### src/rtl/intesn_readout.sv
// Linear readout for the intESN reservoir: streams one snapshot of neuron states,
// multiply-accumulates against a programmable signed weight vector, emits one scalar.
module intesn_readout #(
  parameter int unsigned reservoir_size = 4,
  parameter int unsigned data_width     = 3,
  parameter int unsigned weight_size    = 16,
  parameter int unsigned ADDR_W         = $clog2(reservoir_size),
  parameter int unsigned ACC_W          = data_width + weight_size + ADDR_W + 1
) (
  input  logic                           iClk,
  input  logic                           iRst_n,
  input  logic                           iEn,
  input  logic                           iStart,
  input  logic signed [data_width-1:0]   iState,
  input  logic                           iStateValid,
  output logic                           oStateReady,
  input  logic                           iWe,
  input  logic        [ADDR_W-1:0]       iWAddr,
  input  logic signed [weight_size-1:0]  iWData,
  output logic signed [ACC_W-1:0]        oValue,
  output logic                           oValid,
  output logic                           oBusy
);

  typedef enum logic {StIdle, StAccum} state_e;

  localparam logic [ADDR_W-1:0] LastIdx = ADDR_W'(reservoir_size - 1);

  state_e                          stateQ, stateD;
  logic        [ADDR_W-1:0]        idxQ, idxD;
  logic signed [ACC_W-1:0]         accQ, accD;
  logic signed [ACC_W-1:0]         valueD;
  logic                            validD;
  logic                            wrEn;
  logic signed [weight_size-1:0]   weights [reservoir_size];

  logic signed [ACC_W-1:0]         stateExt, weightExt, prod, accSum;

  // Both operands are widened before the multiply so the product never wraps.
  assign stateExt  = ACC_W'(iState);
  assign weightExt = ACC_W'(weights[idxQ]);
  assign prod      = stateExt * weightExt;
  assign accSum    = accQ + prod;

  assign oBusy = (stateQ == StAccum);

  always_comb begin
    stateD      = stateQ;
    idxD        = idxQ;
    accD        = accQ;
    valueD      = oValue;
    validD      = 1'b0;
    wrEn        = 1'b0;
    oStateReady = 1'b0;
    unique case (stateQ)
      StIdle: begin
        if (iEn) begin
          wrEn = iWe;
          if (iStart) begin
            accD   = '0;
            idxD   = '0;
            stateD = StAccum;
          end
        end
      end
      StAccum: begin
        oStateReady = iEn;
        if (iEn && iStateValid) begin
          if (idxQ == LastIdx) begin
            valueD = accSum;
            validD = 1'b1;
            accD   = '0;
            idxD   = '0;
            stateD = StIdle;
          end else begin
            accD = accSum;
            idxD = idxQ + ADDR_W'(1);
          end
        end
      end
    endcase
  end

  always_ff @(posedge iClk or negedge iRst_n) begin
    if (!iRst_n) begin
      stateQ <= StIdle;
      idxQ   <= '0;
      accQ   <= '0;
      oValue <= '0;
      oValid <= 1'b0;
    end else begin
      stateQ <= stateD;
      idxQ   <= idxD;
      accQ   <= accD;
      oValue <= valueD;
      oValid <= validD;
    end
  end

  // Out-of-range addresses match no entry and are dropped.
  always_ff @(posedge iClk or negedge iRst_n) begin
    if (!iRst_n) begin
      for (int unsigned i = 0; i < reservoir_size; i++) begin
        weights[i] <= '0;
      end
    end else if (wrEn) begin
      for (int unsigned i = 0; i < reservoir_size; i++) begin
        if (iWAddr == ADDR_W'(i)) begin
          weights[i] <= iWData;
        end
      end
    end
  end

endmodule

### config.mk
export PLATFORM = sky130hd
export DESIGN_NAME = intesn_readout
export DESIGN_NICKNAME = d
export VERILOG_FILES = /design/src/rtl/intesn_readout.sv
export SDC_FILE = /design/constraint.sdc
export NUM_CORES = 1
export LEC_CHECK = 0
export BUFFER_PORTS_ARGS = -buffer_cell sky130_fd_sc_hd__buf_2
export CELL_PAD_IN_SITES_DETAIL_PLACEMENT = 1
export CELL_PAD_IN_SITES_GLOBAL_PLACEMENT = 2
export CORE_MARGIN = 1.5
export CORE_UTILIZATION = 41
export DETAILED_ROUTE_END_ITERATION = 16
export PLACE_DENSITY_LB_ADDON = 0.1
export SYNTH_ARGS = -nofsm -noshare
export SYNTH_HDL_FRONTEND = slang
export SYNTH_SLANG_ARGS = --single-unit
export TNS_END_PERCENT = 100
### constraint.sdc
create_clock -name iClk -period 5.3 [get_ports iClk]
set_clock_uncertainty 0.05 [all_clocks]
set_input_delay 0.53 -clock iClk [delete_from_list [all_inputs] [get_ports iClk]]
set_output_delay 0.53 -clock iClk [all_outputs]
set_load 0.05 [all_outputs]
; ---- Word-level counts from Yosys, hierarchy flattened
; Index checks and enable logic that the tools add are counted.
[op_classes]
mux = 24
n_addsub = 2
eq_ne = 7
order_cmp = 1
reduce_logical = 8
bitwise_logic = 2
mul = 1
[ops]
columns = operator, count
row1 = $mux W22, 4
row2 = $pmux W22 S2, 1
row3 = $bmux W16 S2, 1
row4 = $mux W16, 2
row5 = $add A22 B19 Y22, 1
row6 = $mul A3 B16 Y19, 1
row7 = $mux W1, 10
row8 = $mux W2, 4
row9 = $reduce_and A2 Y1, 4
row10 = $eq A2 B2 Y1 const B, 3
row11 = $reduce_and A3 Y1, 2
row12 = $ne A2 B2 Y1 const B, 2
row13 = $pmux W2 S2, 1
row14 = $ge A3 B3 Y1 const B, 1
row15 = $not A2 Y3, 1
row16 = $add A2 B1 Y2 const B, 1
row17 = $eq A2 B1 Y1 const B, 1
row18 = $logic_not A2 Y1, 1
row19 = $ne A2 B1 Y1 const B, 1
row20 = $pmux W1 S2, 1
row21 = $logic_and A1 B1 Y1, 1
row22 = $not A1 Y1, 1
[word_totals]
output_inout_bits = 25
elab_cells = 54
register_bits = 112

; ---- Longest topological paths before layout
; Gate-level depths: netlist (run 1).
[logic_depth]
depth_word = 9
mapped_depth = 17
depth_no_buf = 16

; ---- Worst setup path before layout (run 1)
; No wires, ideal clock.
[synth_path]
path_type = reg2reg
start = register idxQ[0]
end = register accQ[21]
required_ns = 5.128
path_stages_with_launch = 16
setup_time_ns = 0.122
arrival_time_ns = 4.528
n_path_buf = 3
setup_slack_ns = 0.601
path_cell_list = dfrtp_1 -> buf_2 -> buf_2 -> mux4_2 -> and2_1 -> fa_1 -> fa_1 -> ha_1 -> ha_1 -> buf_6 -> and3_4 -> and2_4 -> a32oi_4 -> a2111oi_2 -> or3_1 -> a32o_1
[synth_between]
elab_chain_cells = 9
elab_cells_between_ends = 10
[synth_lines]
columns = element, line_no
row1 = start: declaration, 30  ; logic [ADDR_W-1:0] idxQ, idxD;
row2 = start signal: assignment, 93  ; idxQ <= idxD;
row3 = $not A2 Y3 (not written as such), 41  ; assign weightExt = ACC_W'(weights[idxQ]);
row4 = $bmux W16 S2, 41
row5 = $mux W16 (not written as such) (2 in a row), 41
row6 = $mul A3 B16 Y19, 42  ; assign prod = stateExt * weightExt;
row7 = $add A22 B19 Y22, 43  ; assign accSum = accQ + prod;
row8 = $mux W22 *, 69  ; if (idxQ == LastIdx) begin
row9 = $mux W22 *, 68  ; if (iEn && iStateValid) begin
row10 = $pmux W22 S2 *, 55  ; unique case (stateQ)
row11 = end signal: assignment, 88  ; accQ <= '0;
row12 = end signal: assignment, 94  ; accQ <= accD;
row13 = end: declaration, 31  ; logic signed [ACC_W-1:0] accQ, accD;
; Mark *: on every way between the ends. The rest lies on a longest branch, timed or not. The select of a mux whose other input is x is not followed.
; A chain may end at the register's enable or synchronous reset.

; ---- Worst setup path after layout (run 1)
[layout_path]
start = register idxQ[0]
end = register accQ[16]
; The elaborated chain is that of the path after synthesis.

==> results.md, run 1 <==
* Post-synth top flop: dfrtp_1
* Seq/Total Area, Yosys at between 30% and 40%
* Critical-path maximum fanout at 7
* Die extent in x at roughly 130 um
* Clock Latency Late Sink at around 370 ps
* Number of I/O pins at between 50 and 60
* Buffers added on ports at slightly above 50
* Delay-heaviest family, CP: adder cells
* Syn. warnings at 0
* R2r setup slk at 330 ps
* Overall die area at between 15000 and 20000 um2
* Overall track demand over capacity in global routing at between 20 and 25%
* Initial antenna violation count at 0
* CTS-repair resized insts at 0
* Level count of the clock H-tree at 3
* Number of synthesized register bits at roughly 110
* Cells after synthesis at between 600 and 700
* Start point of the critical path: idxQ[0]$_DFFE_PN0P_
* Detailed Place HPWL at around 13 mm
* Share of layout cells above drive strength 1 at approximately a quarter
* Instance count on the critical path at 15
* Std cell rows at 47
* Post-Route Hold Slack at 278.2 ps
* Pin count of the biggest net entering global routing at 82
* Drt first-iter violations at around 170
* CTS max path bufs at 2
* Worst min path class: in -> async
* Total inserted antenna cells at 0
* Area added between synthesis and finish at 11.69%
* Top cell by count, worst path: fa_1
* Postcts setup bufs at 0
* Clock Sinks at ~110
* Worst setup endpoint: accQ[16]$_DFFE_PN0P_
* Clock Pin Slew Worst Setup and Hold Paths at around 80 ps
* Data arrival at the endpoint of the critical path at roughly 5200 ps
* First-pass iteration count of the detailed router at 4
* Crit-path slowest cell: fa_1
* Worst slew margin relative to its limit at 24.45%
* Net count of the finished layout at approximately 760
* Via count at about 4700
* Setup repair after global routing missed its margin: false
* Outcome: finished, final reports clean
* Synth Net Count at 714
* Cell area after layout at 7840 um2
* Final sum of negative setup slack at 0 ps
* Final-report setup violation count at 0
* Worst slack at placement at between 200 and 250 ps
* Antenna viol nets, final at 0
* Area after detailed placement at ~7500 um2
* Mean area per synthesized cell at approximately 12 um2
* Classification of the worst setup path: reg -> reg
* EDFF count, synth at 0
* Final worst setup slack at 330.8 ps
* Upper clock frequency limit at 201.2 MHz
* Cell Area, Synth at 7019 um2
* Hold bufs inserted after CTS at 0
* Clock tree from TritonCTS: yes
* Worst Reg-to-Reg Cells at 15
* CP Capture Type: flop
* Via-to-Cell Ratio at approximately 5.3
* Count of endpoints failing hold in the final timing report at 0
* Worst Setup Start Kind: flop
* Critical path cell sequence: mux4_2, nand2b_1, fa_1, fa_1, fa_1, inv_1, ha_1, inv_1, fa_1, and2b_1, o2111ai_1, nand2_2, a311oi_2, mux2i_1, a221o_1
* Average wire length per cell after detail routing at 19.28 um
* Post-synth ARST share at 100.0%
* Longest individual stage delay on the worst path at between 500 and 600 ps
* Total wire length after detailed routing at ~17 mm
* Crit path buf inv count at 2
* Via count of the first global-routing pass at about 5200
* Final period util at a little over nine tenths
* Required arrival time at the worst endpoint at 5500 ps
* Routability Congestion at between 0.8 and 0.9
* Cts bufs inserted at 9
* Max-cap violation count at 0
* Most frequent standard cell in the layout excluding fill and tap cells: dfrtp_1
* Worst slew pin tran at 1131 ps
* Total count of max-transition violations in the final report at 0
* Minimum period implied by the final worst setup slack at ~5000 ps
* Die Span Y at roughly 130 um
* Starting density of the core at 42.18%
* Remaining routing DRC violations at 0
* Area of the core at 16640 um2
* Global-route wire length before repair at 28.11 mm
* Cell variety after synth at just under 60
* Total gr overflow at 0
* Worst r2r src: idxQ[0]$_DFFE_PN0P_
* Endpoint of the lowest-slack register-to-register path: accQ[16]$_DFFE_PN0P_
* Clock Tree Root: clkbuf_16
* Top library cells by usage in the layout, fill and taps aside: dfrtp_1, mux2_2, nand2_1
[stage by stage]
step / std cells / utilization [%]
finish: 877 / 47.11
detailed placement: 861 / 45.14
global placement: 861 / 45.14
global route: 877 / 47.11
CTS: 877 / 47.10
floorplan: 607 / -
[worst register-to-register path: stages, from the launching register on]
cell       delay, ps
dfrtp_2          470
mux4_2           540
nand2b_1         180
fa_1             570
fa_1             450
fa_1             530
inv_1             50
ha_1             210
inv_1             70
fa_1             190
and2b_1          200
o2111ai_1        340
nand2_2          140
a311oi_2         350
mux2i_1          160
a221o_1          340
[worst min path at each step]
stage,from,to,cells after the start
after global routing,iRst_n,oValue[21]$_DFFE_PN0P_,1
after global placement,oValue[6]$_DFFE_PN0P_,oValue[6]$_DFFE_PN0P_,2
final,iRst_n,oValue[21]$_DFFE_PN0P_,1
after detailed placement,oValue[6]$_DFFE_PN0P_,oValue[6]$_DFFE_PN0P_,2
after floorplan,iRst_n,accQ[0]$_DFFE_PN0P_,0
after CTS,iRst_n,accQ[21]$_DFFE_PN0P_,1
[state kept, by name, indices dropped and copies added (netlist names)]
| register | cells |
|---|---|
| oValue | 22 |
| oBusy | 1 |
| oValid | 1 |
| idxQ | 2 |
| weights | 64 |
| accQ | 22 |
[synthesized netlist by cell type, drive strengths merged, types with 2 or more instances]
cell type	count	area share, %
a31oi	3	0.27
fa	36	10
a21oi	21	1.6
mux4	16	5.1
o21a	2	0.21
dfrtp	112	40
or2	2	0.18
nor2b	2	0.18
nand2	61	3.3
xor2	7	0.87
xnor2	9	1.1
o211ai	6	0.71
buf	9	0.80
ha	44	7.8
inv	26	1.4
nor2	32	1.7
and2	35	3.2
a32o	2	0.29
nand3	8	0.57
and3	2	0.25
a31o	2	0.25
clkbuf	18	0.96
mux2	65	10
nand2b	4	0.36
o22ai	2	0.18
o21ai	37	2.6
or3	4	0.36
o31ai	3	0.32
nand4	4	0.36
a22o	3	0.37
a21o	5	0.53
mux2i	2	0.29
o2111ai	3	0.37
nor3	4	0.36
a21boi	2	0.21
[area by class of cell]
type / count / area [um2]
clock inverters: 6 / 97.59
clock buffers: 10 / 229.0
flip-flops and latches: 112 / 2804
multi-input cells: 442 / 4004
well taps: 220 / 275.3
repair buffers: 61 / 332.8
inverters: 26 / 97.59
fillers: 1816 / 8802
[routing by layer]
layer / wire, um / track usage (%)
met4: 210 / 5.616
met2: 8012 / 32.96
met3: 328 / 2.419
met5: 0 / 0
met1: 8354 / 29.01
[cells by family (layout without fill, tap and decap cells)]
family,after synthesis,count (layout),synth area share (%)
buffers and inverters,53,103,3.155
xor gates and xnor gates,16,16,1.997
and+or+nand+nor,160,160,11.03
muxes,83,83,15.85
AOI/OAI and AO/OA,103,103,9.929
adders and majority gates,80,80,18.11
DFF,112,112,39.93
Power of run 1 is not shown: default switching activity piles up to over one toggle a cycle in this logic, so the estimate is an artifact.
==> run 2: changes to the inputs <==
--- a/config.mk
+++ b/config.mk
@@ -8,8 +8,8 @@
 export BUFFER_PORTS_ARGS = -buffer_cell sky130_fd_sc_hd__buf_2
 export CELL_PAD_IN_SITES_DETAIL_PLACEMENT = 1
 export CELL_PAD_IN_SITES_GLOBAL_PLACEMENT = 2
-export CORE_MARGIN = 1.5
-export CORE_UTILIZATION = 41
+export CORE_MARGIN = 2
+export CORE_UTILIZATION = 45
 export DETAILED_ROUTE_END_ITERATION = 16
 export PLACE_DENSITY_LB_ADDON = 0.1
 export SYNTH_ARGS = -nofsm -noshare
==> constraint.sdc (replaced) <==
create_clock -name iClk -period 6.2 [get_ports iClk]
set_clock_uncertainty 0.05 [all_clocks]
set_input_delay 0.62 -clock iClk [delete_from_list [all_inputs] [get_ports iClk]]
set_output_delay 0.62 -clock iClk [all_outputs]
set_load 0.05 [all_outputs]
==> results.md, run 2 (same netlist as run 1, synthesis figures left out) <==
* Outcome: finished, final reports clean
* Routability Congestion at 0.8843 (+8.3%)
* Via count of the first global-routing pass at 5122 (-1.3%)
* Final sum of negative setup slack at 0 ps (unchanged)
* Clock Pin Slew Worst Setup and Hold Paths at 80 ps (about the same)
* Most frequent standard cell in the layout excluding fill and tap cells: dfrtp_1
* Via count at 4707 (+0.51%)
* Required arrival time at the worst endpoint at 6370 ps (+870 ps)
* First-pass iteration count of the detailed router at 4 (unchanged)
* Area of the core at 15200 um2 (-8.7%)
* Clock Tree Root: clkbuf_16
* Worst slew pin tran at 1083 ps (-47.32 ps)
* Final-report setup violation count at 0 (unchanged)
* Buffers added on ports at 51 (unchanged)
* Total inserted antenna cells at 0 (unchanged)
* Multi-input gate area at 4004 um2 (unchanged)
* Postcts setup bufs at 0 (unchanged)
* Setup repair after global routing missed its margin: false
* Detailed Place HPWL at 12.27 mm (-4.1%)
* Global-route wire length before repair at 27.33 mm (-2.8%)
* Number of flip-flops under the largest register name at 64 (unchanged)
* Total count of max-transition violations in the final report at 0 (unchanged)
* Hold bufs inserted after CTS at 0 (unchanged)
* Crit-path slowest cell: mux4_2
* Longest individual stage delay on the worst path at 570 ps (about the same)
* Clock Sinks at 112 (unchanged)
* Share of layout cells above drive strength 1 at 25.50% (-0.83 points)
* Registers with the most flip-flops: weights: 64 flops, accQ: 22 flops, oValue: 22 flops
* Critical path cell sequence: mux4_2, nand2b_1, fa_1, fa_1, fa_1, inv_1, ha_1, inv_1, fa_1, and2b_1, o2111ai_1, a21oi_1, o41ai_1, xor2_1, o21ai_0
* Delay-heaviest family, CP: adder cells
* Total wire length after detailed routing at 16.30 mm (-3.6%)
* Worst Setup Start Kind: flop
* Minimum period implied by the final worst setup slack at 5136 ps (+166.5 ps)
* Total gr overflow at 0 (unchanged)
* Clock tree from TritonCTS: yes
* Std cell rows at 45 (-4.3%)
* Antenna viol nets, final at 0 (unchanged)
* Worst slew margin relative to its limit at 27.61% (+3.2 points)
* Drt first-iter violations at 155 (-9.4%)
* Die extent in x at 128.9 um (-3.7%)
* Net count of the finished layout at 753 (-0.79%)
* Critical-path maximum fanout at 5 (-2)
* Area taken by flip-flops and latches at 2803 um2 (about the same)
* Upper clock frequency limit at 194.7 MHz (-3.2%)
* Crit path buf inv count at 2 (unchanged)
* CTS max path bufs at 2 (unchanged)
* Area added between synthesis and finish at 9.840%
* Top cell by count, worst path: fa_1
* Max-cap violation count at 0 (unchanged)
* CP Capture Type: flop
* Starting density of the core at 46.17% (+4.0 points)
* Data arrival at the endpoint of the critical path at 5310 ps (+140 ps)
* Clock Latency Late Sink at 360 ps (about the same)
* Initial antenna violation count at 0 (unchanged)
* Top library cells by usage in the layout, fill and taps aside: dfrtp_1, mux2_2, nand2_1
* Pin count of the biggest net entering global routing at 73 (-11%)
* Classification of the worst setup path: reg -> reg
* Remaining routing DRC violations at 0 (unchanged)
* Count of endpoints failing hold in the final timing report at 0 (unchanged)
* Overall track demand over capacity in global routing at 21.31% (+0.98 points)
* Top register by number of flip-flops: weights
* Level count of the clock H-tree at 3 (unchanged)
* CTS-repair resized insts at 0 (unchanged)
* Average wire length per cell after detail routing at 19.43 um (+0.78%)
* Cts bufs inserted at 9 (unchanged)
* Overall die area at 16610 um2 (-7.3%)
* Final period util at 82.83% (-11 points)
* Worst min path class: in -> async
* Number of I/O pins at 52 (unchanged)
* Die Span Y at 128.9 um (-3.7%)
* Via-to-Cell Ratio at 5.610 (+5.1%)
* Number of filler cells placed in the layout at 1633 (-10%)
run 2: worst register-to-register path: stages (launching register included):
cell and delay (ps):
dfrtp_1 520, mux4_2 570, nand2b_1 180, fa_1 560, fa_1 440, fa_1 520, inv_1 50, ha_1 200
inv_1 70, fa_1 210, and2b_1 200, o2111ai_1 340, a21oi_1 200, o41ai_1 450, xor2_1 310, o21ai_0 120
run 2: final timing paths:
check | to | depth (start not counted) | slack [ps] | from
worst max register to register | accQ[14]$_DFFE_PN0P_ | 15 | 1060 | idxQ[0]$_DFFE_PN0P_
worst min-delay path | accQ[19]$_DFFE_PN0P_ | 1 | 190 | iRst_n
worst max-delay path | accQ[14]$_DFFE_PN0P_ | 15 | 1060 | idxQ[0]$_DFFE_PN0P_
worst min register to register | oValue[6]$_DFFE_PN0P_ | 2 | 420 | oValue[6]$_DFFE_PN0P_
max in group asynchronous | weights[36]$_DFFE_PN0P_ | 2 | 4570 | iRst_n
min in group iClk | oValue[6]$_DFFE_PN0P_ | 2 | 420 | oValue[6]$_DFFE_PN0P_
run 2: cell type report:
cell class,count,share of cell area (%)
Inverter,26,1.266
Clock inverter,5,0.5193
Tap cell,188,3.051
Multi-Input combinational cell,442,51.93
Timing Repair Buffer,55,3.733
Sequential cell,112,36.35
Clock buffer,11,3.148
run 2: through the flow:
step           setup WS (ps)  cells  utilization, %  area, um2  hold WS [ps]
2_1_floorplan           1501    607               -       7019         274.4
3_3_place_gp            1105    823           48.86       7427         407.1
3_5_place_dp            1034    823           48.86       7427         415.0
4_1_cts                 1019    839           50.72       7710         207.1
5_1_grt                686.4    839           50.72       7710         239.1
6_report                1064    839           50.72       7710         187.3
run 2: routing by layer:
layer  GRT usage (%)  vias to the layer above  wire length, um
met5               0                        -                0
met1           30.32                     2419             8040
li1                -                     2209                -
met4           6.330                        0              282
met3           2.827                       17              360
met2           34.30                       62             7615
Power of run 2 is left out for the same reason.
==> run 3: changes to the inputs <==
--- a/config.mk
+++ b/config.mk
@@ -9,7 +9,7 @@
 export CELL_PAD_IN_SITES_DETAIL_PLACEMENT = 1
 export CELL_PAD_IN_SITES_GLOBAL_PLACEMENT = 2
 export CORE_MARGIN = 2
-export CORE_UTILIZATION = 45
+export CORE_UTILIZATION = 41
 export DETAILED_ROUTE_END_ITERATION = 16
 export PLACE_DENSITY_LB_ADDON = 0.1
 export SYNTH_ARGS = -nofsm -noshare
==> constraint.sdc (replaced) <==
create_clock -name iClk -period 4.74 [get_ports iClk]
set_clock_uncertainty 0.05 [all_clocks]
set_input_delay 0.474 -clock iClk [delete_from_list [all_inputs] [get_ports iClk]]
set_output_delay 0.474 -clock iClk [all_outputs]
set_load 0.05 [all_outputs]
==> results.md, run 3 (same netlist as run 1, synthesis figures left out) <==
* Outcome: finished, final reports clean
* Classification of the worst setup path: reg -> reg
* Starting density of the core at 42.18% (-4.0 points)
* Total gr overflow at 0 (unchanged)
* Number of flip-flops under the largest register name at 64 (unchanged)
* Clock Pin Slew Worst Setup and Hold Paths at 80 ps (about the same)
* Clock Sinks at 112 (unchanged)
* Via count at 4911 (+4.3%)
* CP Capture Type: flop
* DP Cell Count at 898 (+9.1%)
* Total count of max-transition violations in the final report at 0 (unchanged)
* Cts bufs inserted at 9 (unchanged)
* Most frequent standard cell in the layout excluding fill and tap cells: dfrtp_1
* Routability Congestion at 0.8584 (-2.9%)
* Overall die area at 18180 um2 (+9.4%)
* Post-Route Hold Slack at 214.3 ps (+27.01 ps)
* Registers with the most flip-flops: weights: 64 flops, accQ: 22 flops, oValue: 22 flops
* Worst min path class: in -> async
* Area added between synthesis and finish at 18.77%
* Top register by number of flip-flops: weights
* Worst slew margin relative to its limit at 26.22% (-1.4 points)
* Area taken by flip-flops and latches at 2804 um2 (about the same)
* Critical path cell sequence: buf_6, mux4_2, nand2_1, fa_1, fa_1, fa_1, inv_2, ha_4, inv_2, fa_2, and2b_2, o2111ai_4, nand2_2, a311oi_2, mux2i_1, a221o_1
* Final period util at 98.12% (+15 points)
* Number of non-filler instances in the completed layout at 915 (+9.1%)
* Cell area after layout at 8337 um2 (+8.1%)
* Crit-path slowest cell: mux4_2
* Remaining routing DRC violations at 0 (unchanged)
* Area after detailed placement at 7790 um2 (+4.9%)
* Overall track demand over capacity in global routing at 20.71% (-0.59 points)
* Clock tree from TritonCTS: yes
* First-pass iteration count of the detailed router at 5 (+1)
* Max-cap violation count at 0 (unchanged)
* R2r setup slk at 90 ps (-970 ps)
* Minimum period implied by the final worst setup slack at 4651 ps (-485.0 ps)
* Detailed Place HPWL at 13.34 mm (+8.7%)
* Buffers added on ports at 51 (unchanged)
* Worst Reg-to-Reg Cells at 16 (+1)
* Antenna viol nets, final at 0 (unchanged)
* Net count of the finished layout at 797 (+5.8%)
* Upper clock frequency limit at 215.0 MHz (+10%)
* CTS max path bufs at 2 (unchanged)
* Worst r2r src: idxQ[0]$_DFFE_PN0P_
* Die extent in x at 134.8 um (+4.6%)
* Die Span Y at 134.8 um (+4.6%)
* Longest individual stage delay on the worst path at 530 ps (-40 ps)
* Number of filler cells placed in the layout at 1780 (+9.0%)
* Total wire length after detailed routing at 17.84 mm (+9.5%)
* Worst Setup Start Kind: flop
* Top library cells by usage in the layout, fill and taps aside: dfrtp_1, mux2_2, nand2_1
* Clock Latency Late Sink at 360 ps (about the same)
* Multi-input gate area at 4199 um2 (+4.9%)
* Clock Tree Root: clkbuf_16
* Endpoint of the lowest-slack register-to-register path: accQ[16]$_DFFE_PN0P_
* Data arrival at the endpoint of the critical path at 4850 ps (-460 ps)
* Number of I/O pins at 52 (unchanged)
* Global-route wire length before repair at 28.98 mm (+6.0%)
* Count of endpoints failing hold in the final timing report at 0 (unchanged)
* Share of layout cells above drive strength 1 at 34.53% (+9.0 points)
* Setup repair after global routing missed its margin: true
* Critical-path maximum fanout at 4 (-1)
* Average wire length per cell after detail routing at 19.50 um (+0.38%)
* Via-to-Cell Ratio at 5.367 (-4.3%)
* Drt first-iter violations at 203 (+31%)
* Hold bufs inserted after CTS at 0 (unchanged)
* Top cell by count, worst path: fa_1
* Via count of the first global-routing pass at 5238 (+2.3%)
* Std cell rows at 47 (+4.4%)
* Pin count of the biggest net entering global routing at 77 (+5.5%)
* Worst slew pin tran at 1104 ps (+20.83 ps)
* Total inserted antenna cells at 0 (unchanged)
* Area of the core at 16640 um2 (+9.5%)
* Level count of the clock H-tree at 3 (unchanged)
* Required arrival time at the worst endpoint at 4940 ps (-1430 ps)
* Final-report setup violation count at 0 (unchanged)
* Final sum of negative setup slack at 0 ps (unchanged)
* Initial antenna violation count at 0 (unchanged)
-- run 3: per-stage QoR --
stage	setup slack (ps)	utilization [%]
after floorplan	40.84	-
after global placement	-6.365	46.81
after detailed placement	-165.0	46.81
after CTS	34.37	49.10
after global routing	-59.60	50.09
final	89.28	50.09
-- run 3: worst max-delay path, delay by kind of cell, from the launching register on --
kind | cells | cell delay (ps)
simple gates | 3 | 490
flops | 1 | 440
compound gates | 3 | 880
buf+inv | 3 | 240
fa+ha+maj | 5 | 1760
mux | 2 | 680
-- run 3: area by class of cell --
class | instances | share of cell area (%)
flip-flops and latches | 112 | 33.63
clock buffers | 9 | 2.701
inverters | 26 | 1.171
repair buffers | 99 | 7.609
clock inverters | 7 | 1.216
multi-input cells | 442 | 50.37
well taps | 220 | 3.302
-- run 3: metal layers --
metal	vias up	wire length (um)	global-route usage (%)
met3	19	534	3.491
met2	82	8572	33.81
met1	2514	8467	29.06
met5	-	0	0
met4	0	266	4.854
li1	2296	-	-
-- run 3: worst max path at each step --
| stage | from | to | slack (ps) |
|---|---|---|---|
| after detailed placement | idxQ[0]$_DFFE_PN0P_ | accQ[14]$_DFFE_PN0P_ | -170 |
| after global placement | idxQ[0]$_DFFE_PN0P_ | accQ[16]$_DFFE_PN0P_ | -6 |
| after floorplan | idxQ[0]$_DFFE_PN0P_ | accQ[21]$_DFFE_PN0P_ | 40 |
| after CTS | idxQ[0]$_DFFE_PN0P_ | accQ[21]$_DFFE_PN0P_ | 30 |
| after global routing | idxQ[0]$_DFFE_PN0P_ | accQ[16]$_DFFE_PN0P_ | -60 |
| final | idxQ[0]$_DFFE_PN0P_ | accQ[16]$_DFFE_PN0P_ | 90 |
-- run 3: timing repair --
action | CTS | global route
resized for setup | 10 | 34
setup buffers | 0 | 1
pin swaps | 1 | 19
endpoints found under the hold margin | 0 | 0
setup endpoints to repair | 19 | 26
Power of run 3 is left out for the same reason.
